<file path="config.mk">
export PLATFORM = sky130hd
export DESIGN_NAME = alu_exec_unit
export DESIGN_NICKNAME = d
export VERILOG_FILES = /design/src/rtl/alu_exec_unit.sv
export SDC_FILE = /design/constraint.sdc
export NUM_CORES = 1
export LEC_CHECK = 0
export BUFFER_PORTS_ARGS = -buffer_cell sky130_fd_sc_hd__buf_2
export CORE_UTILIZATION = 45
export CTS_CLUSTER_SIZE = 28
export DETAILED_ROUTE_END_ITERATION = 16
export GPL_ROUTABILITY_DRIVEN = 0
export SLEW_MARGIN = 10
export SYNTH_ARGS = -nofsm -noshare
export SYNTH_HDL_FRONTEND = slang
export SYNTH_SLANG_ARGS = --single-unit
</file>
<file path="constraint.sdc">
create_clock -name clk -period 4.54 [get_ports clk]
set_input_delay 0.908 -clock clk [delete_from_list [all_inputs] [get_ports clk]]
set_output_delay 0.908 -clock clk [all_outputs]
set_load 0.01 [all_outputs]
</file>
<file path="src/rtl/alu_exec_unit.sv">
// -----------------------------------------------------------------------------
// alu_exec_unit
//
// Execute-stage ALU with a valid/ready request side and a valid/ready result
// side. Add, sub, AND, OR and signed set-less-than complete in one cycle.
// Multiply is a WIDTH-step shift-add sequence that keeps the low WIDTH bits of
// the unsigned product.
//
// Ports
//   clk        in   1      rising-edge clock
//   rst_n      in   1      asynchronous active-low reset
//   in_valid   in   1      request present
//   in_ready   out  1      request can be accepted this cycle
//   alu_ctrl   in   3      op code: 000 add, 001 sub, 010 and, 011 or,
//                          100 slt (signed), 101 mul, 110/111 illegal
//   src_a      in   WIDTH  operand A
//   src_b      in   WIDTH  operand B
//   out_valid  out  1      result registers hold an unconsumed result
//   out_ready  in   1      consumer takes the result this cycle
//   result     out  WIDTH  registered result
//   zero       out  1      registered result == 0
//   overflow   out  1      registered signed overflow (add/sub only)
//   illegal    out  1      registered illegal op code flag
//   busy       out  1      multiply in progress
// -----------------------------------------------------------------------------
module alu_exec_unit #(
    parameter int unsigned WIDTH = 16
) (
    input  logic             clk,
    input  logic             rst_n,
    input  logic             in_valid,
    output logic             in_ready,
    input  logic [2:0]       alu_ctrl,
    input  logic [WIDTH-1:0] src_a,
    input  logic [WIDTH-1:0] src_b,
    output logic             out_valid,
    input  logic             out_ready,
    output logic [WIDTH-1:0] result,
    output logic             zero,
    output logic             overflow,
    output logic             illegal,
    output logic             busy
);

    localparam int unsigned CntW = $clog2(WIDTH + 1);
    localparam logic [CntW-1:0] LastStep = CntW'(WIDTH - 1);

    localparam logic [2:0] OpAdd = 3'b000;
    localparam logic [2:0] OpSub = 3'b001;
    localparam logic [2:0] OpAnd = 3'b010;
    localparam logic [2:0] OpOr  = 3'b011;
    localparam logic [2:0] OpSlt = 3'b100;
    localparam logic [2:0] OpMul = 3'b101;

    typedef enum logic [0:0] {
        StIdle,
        StMul
    } state_e;

    state_e           state_q, state_d;
    logic             out_valid_q, out_valid_d;
    logic [WIDTH-1:0] result_q, result_d;
    logic             zero_q, zero_d;
    logic             overflow_q, overflow_d;
    logic             illegal_q, illegal_d;

    // Multiply datapath: accumulator, shifting multiplicand/multiplier, step count.
    logic [WIDTH-1:0] acc_q, acc_d;
    logic [WIDTH-1:0] mcand_q, mcand_d;
    logic [WIDTH-1:0] mplier_q, mplier_d;
    logic [CntW-1:0]  cnt_q, cnt_d;

    logic accept;
    logic consume;

    // -------------------------------------------------------------------------
    // Handshake
    // -------------------------------------------------------------------------
    assign in_ready = (state_q == StIdle) && (!out_valid_q || out_ready);
    assign accept   = in_valid && in_ready;
    assign consume  = out_valid_q && out_ready;

    // -------------------------------------------------------------------------
    // Single-cycle datapath, evaluated on the live inputs at the accepting edge
    // -------------------------------------------------------------------------
    logic [WIDTH-1:0] sum;
    logic [WIDTH-1:0] diff;
    logic             add_ovf;
    logic             sub_ovf;
    logic             slt;

    assign sum  = src_a + src_b;
    assign diff = src_a - src_b;

    // Add overflows when both operands share a sign that the sum does not.
    assign add_ovf = (src_a[WIDTH-1] == src_b[WIDTH-1]) && (sum[WIDTH-1] != src_a[WIDTH-1]);
    // Sub overflows when operand signs differ and the difference flips A's sign.
    assign sub_ovf = (src_a[WIDTH-1] != src_b[WIDTH-1]) && (diff[WIDTH-1] != src_a[WIDTH-1]);
    assign slt     = $signed(src_a) < $signed(src_b);

    logic [WIDTH-1:0] alu_res;
    logic             alu_ovf;
    logic             alu_ill;

    always_comb begin
        alu_res = '0;
        alu_ovf = 1'b0;
        alu_ill = 1'b0;
        case (alu_ctrl)
            OpAdd: begin
                alu_res = sum;
                alu_ovf = add_ovf;
            end
            OpSub: begin
                alu_res = diff;
                alu_ovf = sub_ovf;
            end
            OpAnd: alu_res = src_a & src_b;
            OpOr:  alu_res = src_a | src_b;
            OpSlt: alu_res[0] = slt;
            OpMul: alu_res = '0;  // handled by the multiply sequence
            default: begin
                alu_res = '0;
                alu_ill = 1'b1;
            end
        endcase
    end

    // -------------------------------------------------------------------------
    // Multiply step: add the multiplicand when the current multiplier LSB is set
    // -------------------------------------------------------------------------
    logic [WIDTH-1:0] step_acc;

    assign step_acc = mplier_q[0] ? (acc_q + mcand_q) : acc_q;

    // -------------------------------------------------------------------------
    // Next-state logic
    // -------------------------------------------------------------------------
    always_comb begin
        state_d     = state_q;
        out_valid_d = out_valid_q;
        result_d    = result_q;
        zero_d      = zero_q;
        overflow_d  = overflow_q;
        illegal_d   = illegal_q;
        acc_d       = acc_q;
        mcand_d     = mcand_q;
        mplier_d    = mplier_q;
        cnt_d       = cnt_q;

        if (consume) begin
            out_valid_d = 1'b0;
        end

        case (state_q)
            StIdle: begin
                if (accept) begin
                    if (alu_ctrl == OpMul) begin
                        state_d  = StMul;
                        acc_d    = '0;
                        mcand_d  = src_a;
                        mplier_d = src_b;
                        cnt_d    = '0;
                    end else begin
                        result_d    = alu_res;
                        zero_d      = (alu_res == '0);
                        overflow_d  = alu_ovf;
                        illegal_d   = alu_ill;
                        out_valid_d = 1'b1;
                    end
                end
            end

            StMul: begin
                acc_d    = step_acc;
                mcand_d  = mcand_q << 1;
                mplier_d = mplier_q >> 1;
                cnt_d    = cnt_q + CntW'(1);
                // The final step's sum goes straight to the result registers so
                // out_valid rises exactly WIDTH edges after the accept.
                if (cnt_q == LastStep) begin
                    result_d    = step_acc;
                    zero_d      = (step_acc == '0);
                    overflow_d  = 1'b0;
                    illegal_d   = 1'b0;
                    out_valid_d = 1'b1;
                    cnt_d       = '0;
                    state_d     = StIdle;
                end
            end

            default: state_d = StIdle;
        endcase
    end

    // -------------------------------------------------------------------------
    // State registers
    // -------------------------------------------------------------------------
    always_ff @(posedge clk or negedge rst_n) begin
        if (!rst_n) begin
            state_q     <= StIdle;
            out_valid_q <= 1'b0;
            result_q    <= '0;
            zero_q      <= 1'b0;
            overflow_q  <= 1'b0;
            illegal_q   <= 1'b0;
            acc_q       <= '0;
            mcand_q     <= '0;
            mplier_q    <= '0;
            cnt_q       <= '0;
        end else begin
            state_q     <= state_d;
            out_valid_q <= out_valid_d;
            result_q    <= result_d;
            zero_q      <= zero_d;
            overflow_q  <= overflow_d;
            illegal_q   <= illegal_d;
            acc_q       <= acc_d;
            mcand_q     <= mcand_d;
            mplier_q    <= mplier_d;
            cnt_q       <= cnt_d;
        end
    end

    // -------------------------------------------------------------------------
    // Outputs
    // -------------------------------------------------------------------------
    assign out_valid = out_valid_q;
    assign result    = result_q;
    assign zero      = zero_q;
    assign overflow  = overflow_q;
    assign illegal   = illegal_q;
    assign busy      = (state_q == StMul);

endmodule
</file>
==> results.sh, run 1 <==
export IMPL_grt_pass1_vias=5946
export IMPL_synth_seq_cells=74
export IMPL_drv_slew=0
export IMPL_top_usage_layer="met2"
export IMPL_die_area_um2=14900
export IMPL_met2_usage=0.441
export IMPL_routed_wl_um=18900
export IMPL_fin_crit_sh=0.911
export IMPL_use_met1=0.357
export IMPL_path_delay_family="compound AO/OA/AOI/OAI gates"
export IMPL_rows=43
export IMPL_cts_buffer_depth=2
export IMPL_fin_skew_ps=12.7
export IMPL_dp_hpwl_um=14100
export IMPL_period_minus_slack_ps=4130
export IMPL_num_io_pins=61
export IMPL_hp_class="flip-flop to flip-flop"
export IMPL_cp_max_fo=8
export IMPL_hold_viol_final=0
export IMPL_seq_area_frac_synth=0.286
export IMPL_max_clock_freq_mhz=242
export IMPL_cts_resized_gates=0
export IMPL_drtPass1Iterations=5
export IMPL_pre_cts_ws_ps=215
export IMPL_p_per_area_nw_per_um2=460
export IMPL_cpPeakStageDelay_ps=520
export IMPL_ant_nets=0
export IMPL_drt_iter0_markers=383
export IMPL_synth_flop_cell="dfrtp_1"
export IMPL_cts_num_sinks=74
export IMPL_synth_top_area_share=0.286
export IMPL_fillerInstances=1374
export IMPL_antenna_found_initial=0
export IMPL_crit_chain="buf_2 -> inv_1 -> ha_1 -> o21ai_0 -> or4_1 -> a211oi_1 -> nor4_1 -> o41ai_2 -> a311oi_1 -> a211o_1 -> a211oi_1 -> or4_1 -> o211ai_2"
export IMPL_end_kind="flip-flop"
export IMPL_maxCapViolCount=0
export IMPL_synthArstFlopShare=1.00
export IMPL_netlist_top_cells_area="dfrtp_1, ha_1, nand2_1"
export IMPL_yosys_top_cells_count="nand2_1, dfrtp_1, o21ai_0"
export IMPL_worst_endpoint_arrival_ps=4380
export IMPL_core_um2=14000
export IMPL_syn_area_um2=6480
export IMPL_p_leak_uw=0.00368
export IMPL_cts_hold_buffers_added=0
export IMPL_fin_nets=950
export IMPL_synth_edf_count=0
export IMPL_drive_above_1_share=0.139
export IMPL_yosys_area_top_type="dfrtp_1"
export IMPL_grt_util_all_layers=0.269
export IMPL_syn_nets=903
export IMPL_setup_violations_final=0
export IMPL_cts_setup_buffers=0
export IMPL_clk_latency_ps=360
export IMPL_drcViolationCount=0
export IMPL_slew_headroom=0.329
export IMPL_run_status="finished, final reports clean"
export IMPL_dieHeight_um=122
export IMPL_cp_required_ps=4780
export IMPL_cts_tree="built"
export IMPL_cts_root_buffer="clkbuf_16"
export IMPL_syn_area_per_cell_um2=8.19
export IMPL_tightest_slew_ps=1010
export IMPL_grt_use_met3=0.0515
export IMPL_path_clk_slew_ps=70
export IMPL_die_w_um=122
export IMPL_synth_cells=792
export IMPL_cp_start_kind="input port"
export IMPL_rsz0062_at_grt="no"
export IMPL_crit_buf_inv=2
export IMPL_grt_start_max_net_pins=75
export IMPL_setup_ws_ps=406
export IMPL_synth_most_common_cell="nand2_1"
export IMPL_antenna_cells=0
export IMPL_slowest_stage="o41ai_2"
export IMPL_dr_total_vias=5974
export IMPL_h_tree_depth=3
export IMPL_setup_tns_ps=0
export IMPL_synth_cell_types=66
export IMPL_start_util=0.464
export IMPL_grt_overflow=0
export IMPL_cts_buffers=9
export IMPL_ys_warn_count=0
export IMPL_route_detailed_wl_per_inst_um=18.5
export IMPL_grt_pass1_wl_um=30700
export IMPL_peakVddDrop_mv=0.223
export IMPL_crit_type="input port to flip-flop"
export IMPL_syn2layout_area_growth_pct=12.4
export IMPL_vias_per_cell=5.83
export IMPL_port_buffer_count=60
-- metal layers --
layer | up-vias | part of all wire
li1 | 2902 | -
met1 | 2847 | 0.46
met2 | 195 | 0.47
met3 | 30 | 0.056
met4 | 0 | 0.018
met5 | - | 0
-- registers in the layout, indices dropped and copies added, names as in the netlist --
signal / count
mcand_q: 16
illegal: 1
acc_q: 16
mplier_q: 16
out_valid: 1
zero: 1
result: 16
busy: 1
overflow: 1
cnt_q: 5
-- final timing paths --
path                       startpoint        end  slack, ps  cells past startpoint
max reg2reg                  acc_q[0]       zero        680                     12
min reg2reg                 result[8]  result[8]        470                      2
max in group asynchronous       rst_n       busy       3100                      1
min in group asynchronous       rst_n   acc_q[1]        700                      1
min                         result[8]  result[8]        470                      2
max                          src_b[3]       zero        410                     13
-- cell families (layout without fill, tap and decap cells) --
family / count (synthesis) / count (layout) / synth area share
buf+inv: 95 / 147 / 0.0554
fa+ha+maj: 72 / 72 / 0.142
flops: 74 / 74 / 0.286
compound gates: 226 / 226 / 0.232
xor+xnor: 24 / 24 / 0.0324
mux: 49 / 49 / 0.0795
simple gates: 252 / 252 / 0.172
-- worst reg2reg max path: stages, from the launching register on --
cell	delay, ps
dfrtp_1	400
ha_1	240
fa_1	420
a21o_1	210
and3_1	180
or3_1	320
xor2_1	150
mux2_2	280
nand4b_1	190
or4_1	430
or4_1	400
or4_1	430
o211ai_2	150
-- through the flow --
stage | hold WS (ps) | power (uW) | cell area, um2 | instances | utilization
detailed placement | 456 | 2580 | 6980 | 1008 | 0.499
floorplan | 453 | 2100 | 6480 | 792 | -
global route | 501 | 3600 | 7290 | 1024 | 0.521
global placement | 450 | 2540 | 6980 | 1008 | 0.499
finish | 471 | 3350 | 7290 | 1024 | 0.521
CTS | 472 | 3370 | 7290 | 1024 | 0.521
-- power by group --
| part | internal (uW) | total [uW] | switching (uW) |
|---|---|---|---|
| clock network | 436 | 769 | 333 |
| logic | 602 | 1480 | 878 |
| registers | 883 | 1110 | 222 |
-- layout make-up --
type	count	area [um2]	area share
clock buffers	9	225	0.0309
flip-flops and latches	74	1850	0.254
well taps	180	225	0.0309
multi-input cells	623	4280	0.587
repair buffers	75	415	0.0570
inverters	56	210	0.0288
clock inverters	7	81.3	0.0112
-- layout by cell type (no fill, tap or decap), drive strengths merged, types with 9 or more instances in the layout --
| cell | synthesis | layout |
|---|---|---|
| a211oi | 11 | 11 |
| a21o | 10 | 10 |
| a21oi | 45 | 45 |
| buf | 11 | 75 |
| clkbuf | 28 | 9 |
| dfrtp | 74 | 74 |
| ha | 69 | 69 |
| inv | 56 | 61 |
| mux2 | 10 | 10 |
| mux2i | 38 | 38 |
| nand2 | 111 | 111 |
| nand3 | 13 | 13 |
| nor2 | 66 | 66 |
| nor3 | 12 | 12 |
| o21ai | 72 | 72 |
| xnor2 | 20 | 20 |
No activity file was read; power rests on OpenSTA's default activity.
==> run 2: changes to the inputs <==
--- a/config.mk
+++ b/config.mk
@@ -10,6 +10,8 @@
 export CTS_CLUSTER_SIZE = 28
 export DETAILED_ROUTE_END_ITERATION = 16
 export GPL_ROUTABILITY_DRIVEN = 0
+export HOLD_SLACK_MARGIN = 0.05
+export PLACE_DENSITY = 0.63
 export SLEW_MARGIN = 10
 export SYNTH_ARGS = -nofsm -noshare
 export SYNTH_HDL_FRONTEND = slang
==> run 2 against run 1 <==
  * Via count up 1.7%
  * Power down 0.53%
  * Core utilization down 0.089 points
  * Hold slack worse by 7.6 ps
  * Sequential cell count unchanged
  * Register-to-register slack worse by 70 ps
  * Critical path depth unchanged
  * Global-route usage down 0.067 points
  * Clock power down 2%
  * Clock skew down 6.8 ps
  * Largest power group unchanged
  * Die area unchanged
  * Critical path type unchanged
==> results.sh, run 2 (same netlist as run 1, synthesis figures left out) <==
export IMPL_run_status="finished, final reports clean"
export IMPL_path_delay_family="compound AO/OA/AOI/OAI gates"
export IMPL_grt_pass1_vias=5995
export IMPL_dp_cells=1007
export IMPL_final_common_cell="nand2_1"
export IMPL_worst_endpoint_arrival_ps=4300
export IMPL_cts_tree="built"
export IMPL_routed_wl_um=18900
export IMPL_layout_common_cells="nand2_1, dfrtp_1, o21ai_0, ha_1, nor2_1"
export IMPL_end_kind="flip-flop"
export IMPL_grt_overflow=0
export IMPL_grt_util_all_layers=0.268
export IMPL_maxCapViolCount=0
export IMPL_p_per_area_nw_per_um2=458
export IMPL_cts_num_sinks=74
export IMPL_setup_violations_final=0
export IMPL_slew_headroom=0.339
export IMPL_dr_total_vias=6078
export IMPL_ant_nets=0
export IMPL_dieHeight_um=122
export IMPL_rsz0062_at_grt="no"
export IMPL_stdcell_area_um2=7280
export IMPL_cp_required_ps=4820
export IMPL_start_util=0.464
export IMPL_crit_buf_inv=2
export IMPL_cts_buffers=9
export IMPL_antenna_cells=0
export IMPL_path_clk_slew_ps=70
export IMPL_tightest_slew_ps=992
export IMPL_crit_type="input port to flip-flop"
export IMPL_drtPass1Iterations=5
export IMPL_h_tree_depth=3
export IMPL_drt_iter0_markers=428
export IMPL_cp_start_kind="input port"
export IMPL_die_area_um2=14900
export IMPL_cts_root_buffer="clkbuf_16"
export IMPL_final_cells=1023
export IMPL_cts_hold_buffers_added=0
export IMPL_core_um2=14000
export IMPL_peakVddDrop_mv=0.176
export IMPL_rows=43
export IMPL_antenna_found_initial=0
export IMPL_num_io_pins=61
export IMPL_fillerInstances=1379
export IMPL_hp_class="flip-flop to flip-flop"
export IMPL_cp_max_fo=9
export IMPL_drcViolationCount=0
export IMPL_vias_per_cell=5.94
export IMPL_period_minus_slack_ps=4020
export IMPL_syn2layout_area_growth_pct=12.2
export IMPL_hold_viol_final=0
export IMPL_die_w_um=122
export IMPL_route_detailed_wl_per_inst_um=18.4
export IMPL_dpl_instance_area_um2=6980
export IMPL_p_leak_uw=0.00367
export IMPL_clk_latency_ps=350
export IMPL_drv_slew=0
export IMPL_setup_tns_ps=0
export IMPL_cts_buffer_depth=2
export IMPL_fin_crit_sh=0.885
export IMPL_cpPeakStageDelay_ps=520
export IMPL_crit_chain="buf_2 -> inv_1 -> ha_1 -> a2111oi_0 -> o21ai_0 -> a41oi_1 -> o21ai_0 -> nand3_1 -> a21oi_1 -> o311ai_0 -> nand3_1 -> or4_1 -> o211ai_2"
export IMPL_cts_resized_gates=0
export IMPL_grt_start_max_net_pins=75
export IMPL_slowest_stage="o311ai_0"
export IMPL_fin_skew_ps=5.95
export IMPL_max_clock_freq_mhz=249
export IMPL_dp_hpwl_um=14100
export IMPL_cts_setup_buffers=0
export IMPL_fin_nets=949
export IMPL_grt_pass1_wl_um=30600
export IMPL_port_buffer_count=60
export IMPL_drive_above_1_share=0.138
run 2: path summary, 6_finish.rpt:
check,startpoint,endpoint,slack [ps],depth (start not counted)
worst max-delay path,src_a[7],zero,520,13
worst min-delay path,result[8],result[8],460,2
worst max register to register,mcand_q[0],zero,610,12
worst min register to register,result[8],result[8],460,2
max in group asynchronous,rst_n,busy,3150,1
min in group asynchronous,rst_n,acc_q[2],680,1
run 2: through the flow:
stage / hold WS [ps] / util / power (uW) / setup WS [ps]
final: 464 / 0.520 / 3340 / 520
after global routing: 502 / 0.520 / 3580 / 214
after CTS: 469 / 0.520 / 3350 / 615
after detailed placement: 455 / 0.499 / 2580 / 273
after global placement: 449 / 0.499 / 2540 / 340
after floorplan: 453 / - / 2100 / 709
run 2: worst reg2reg max path: cells and delay by family (launching register included):
kind / cells / cell delay, ps
AND/OR/NAND/NOR: 6 / 1980
AO/OA/AOI/OAI: 2 / 360
XOR/XNOR: 1 / 150
flip-flops: 1 / 430
multiplexers: 1 / 270
adder cells (fa/ha/maj): 2 / 650
run 2: cell type report:
type,count,area [um2],share of cell area
Inverter,56,210,0.0289
Timing Repair Buffer,74,408,0.0561
Clock inverter,7,76.3,0.0105
Tap cell,180,225,0.0309
Clock buffer,9,225,0.0309
Multi-Input combinational cell,623,4280,0.588
Sequential cell,74,1850,0.255
run 2: per-layer routing:
| metal | wire length [um] | up-vias | GRT usage |
|---|---|---|---|
| li1 | - | 2908 | - |
| met5 | 0 | - | 0 |
| met1 | 8500 | 2938 | 0.350 |
| met2 | 8960 | 205 | 0.447 |
| met3 | 1060 | 27 | 0.0393 |
| met4 | 344 | 0 | 0.0988 |
run 2: report_power, final:
part	total [uW]	switching (uW)	internal, uW
combinational	1490	893	596
sequential	1090	207	884
clock	757	327	430
==> run 3: changes to the inputs <==
--- a/config.mk
+++ b/config.mk
@@ -6,7 +6,9 @@
 export NUM_CORES = 1
 export LEC_CHECK = 0
 export BUFFER_PORTS_ARGS = -buffer_cell sky130_fd_sc_hd__buf_2
+export CORE_ASPECT_RATIO = 1.4
 export CORE_UTILIZATION = 45
+export CTS_BUF_LIST = sky130_fd_sc_hd__clkbuf_16
 export CTS_CLUSTER_SIZE = 28
 export DETAILED_ROUTE_END_ITERATION = 16
 export GPL_ROUTABILITY_DRIVEN = 0
==> run 3 against run 2 <==
  * Sequential share of layout area about the same
  * Power decreased by 1.1%
  * Core utilization increased by 0.12 points
  * Global-route usage increased by 0.18 points
  * Clock power decreased by 6.7%
  * Non-clock buffer count increased by 3
  * Clock skew increased by 5.2 ps
  * Hold slack got worse by 1.2 ps
  * Register-to-register slack about the same
  * First-iteration DRC count decreased by 6.8%
  * Wire length increased by 0.19%
  * Cell count increased by 0.78%
==> results.sh, run 3 (same netlist as run 1, synthesis figures left out) <==
export IMPL_finalPower_uw=3300
export IMPL_worst_endpoint_arrival_ps=4320
export IMPL_run_status="finished, final reports clean"
export IMPL_die_w_um=103
export IMPL_cp_required_ps=4800
export IMPL_cts_resized_gates=0
export IMPL_fillerInstances=1338
export IMPL_cts_tree="built"
export IMPL_port_buffer_count=60
export IMPL_drv_slew=0
export IMPL_peakVddDrop_mv=0.205
export IMPL_grt_pass1_wl_um=30800
export IMPL_antenna_cells=0
export IMPL_grt_overflow=0
export IMPL_end_kind="flip-flop"
export IMPL_clk_latency_ps=350
export IMPL_grt_start_max_net_pins=75
export IMPL_fin_crit_sh=0.893
export IMPL_rsz0062_at_grt="no"
export IMPL_drcViolationCount=0
export IMPL_crit_start="src_a[0]"
export IMPL_hp_class="flip-flop to flip-flop"
export IMPL_num_io_pins=61
export IMPL_hp_start="result[6]"
export IMPL_swShare=0.435
export IMPL_vias_per_cell=5.95
export IMPL_cts_num_sinks=74
export IMPL_setup_violations_final=0
export IMPL_core_um2=14000
export IMPL_cp_max_fo=4
export IMPL_crit_chain="buf_2 -> ha_1 -> fa_1 -> a211oi_1 -> o21ai_0 -> a41oi_1 -> o21ai_0 -> nand3_1 -> a21oi_1 -> o311ai_0 -> nand3_1 -> or4_1 -> o211ai_2"
export IMPL_routed_wl_um=18900
export IMPL_hold_viol_final=0
export IMPL_start_util=0.464
export IMPL_die_area_um2=14900
export IMPL_clockPowerShare=0.214
export IMPL_seq_power_share=0.334
export IMPL_period_minus_slack_ps=4050
export IMPL_fin_nets=952
export IMPL_cp_start_kind="input port"
export IMPL_crit_buf_inv=1
export IMPL_timing_rr_start="mcand_q[0]"
export IMPL_slowest_stage="o311ai_0"
export IMPL_final_common_cell="nand2_1"
export IMPL_dieHeight_um=144
export IMPL_p_per_area_nw_per_um2=453
export IMPL_drive_above_1_share=0.141
export IMPL_max_clock_freq_mhz=247
export IMPL_route_detailed_wl_per_inst_um=18.3
export IMPL_layout_common_cells="nand2_1, dfrtp_1, o21ai_0, ha_1, nor2_1"
export IMPL_antenna_found_initial=0
export IMPL_p_leak_uw=0.00368
export IMPL_grt_util_all_layers=0.270
export IMPL_multi_input_area_um2=4280
export IMPL_drt_iter0_markers=399
export IMPL_cpPeakStageDelay_ps=490
export IMPL_regArea_um2=1850
export IMPL_cts_buffer_depth=2
export IMPL_p_switching_uw=1430
export IMPL_crit_type="input port to flip-flop"
export IMPL_fin_skew_ps=11.1
export IMPL_cts_setup_buffers=0
export IMPL_maxCapViolCount=0
export IMPL_dr_total_vias=6132
export IMPL_syn2layout_area_growth_pct=12.4
export IMPL_drtPass1Iterations=5
export IMPL_path_delay_family="compound AO/OA/AOI/OAI gates"
export IMPL_dp_hpwl_um=14300
export IMPL_setup_tns_ps=0
export IMPL_slew_headroom=0.347
export IMPL_cts_hold_buffers_added=0
export IMPL_cts_root_buffer="clkbuf_16"
export IMPL_ant_nets=0
export IMPL_rows=51
export IMPL_h_tree_depth=3
export IMPL_cts_buffers=9
export IMPL_combPwrFrac=0.452
export IMPL_p_int_uw=1870
export IMPL_grt_pass1_vias=6144
export IMPL_tightest_slew_ps=980
export IMPL_path_clk_slew_ps=60
[run 3: path summary, 6_finish.rpt]
| check | to | slack (ps) | cells after the start |
|---|---|---|---|
| worst max register to register | zero | 600 | 12 |
| worst max-delay path | zero | 490 | 13 |
| min in group asynchronous | mplier_q[12] | 700 | 1 |
| max in group asynchronous | busy | 3150 | 1 |
| worst min register to register | result[6] | 460 | 2 |
| worst min-delay path | result[6] | 460 | 2 |
[run 3: layout make-up]
class                           instances  share of cell area
Clock inverter                          7             0.00790
Sequential cell                        74               0.254
Timing Repair Buffer                   77              0.0591
Inverter                               56              0.0288
Clock buffer                            9              0.0309
Tap cell                              185              0.0318
Multi-Input combinational cell        623               0.587
[run 3: power groups by stage]
stage               registers [uW]  clock network (uW)  logic (uW)
floorplan                     1050                   0        1050
global placement              1110                   0        1440
detailed placement            1110                   0        1470
CTS                           1100                 715        1480
global route                  1140                 741        1670
finish                        1100                 706        1490
[run 3: worst register-to-register path, stage by stage (launching register included)]
cell and delay [ps]:
dfrtp_1 410, ha_1 220, fa_1 410, a21o_1 220, and3_1 200, or3_1 320
xor2_1 150, mux2_2 270, nand4b_1 190, or4_1 470, or4_1 430, or4_1 430
o211ai_2 150
[run 3: stage by stage]
step	area [um2]	cells	util	setup WS, ps	hold slack, ps
after global routing	7290	1031	0.521	279	508
after detailed placement	7000	1015	0.501	203	450
after CTS	7290	1031	0.521	529	465
after floorplan	6480	792	-	709	453
after global placement	7000	1015	0.501	310	450
final	7290	1031	0.521	487	463
[run 3: layer usage]
metal / up-vias / track usage / share of wire / wire [um]
met4: 0 / 0.125 / 0.037 / 697
met5: - / 0 / 0 / 0
met1: 2956 / 0.322 / 0.41 / 7660
met3: 45 / 0.0382 / 0.048 / 912
li1: 2916 / - / - / -
met2: 215 / 0.472 / 0.51 / 9630
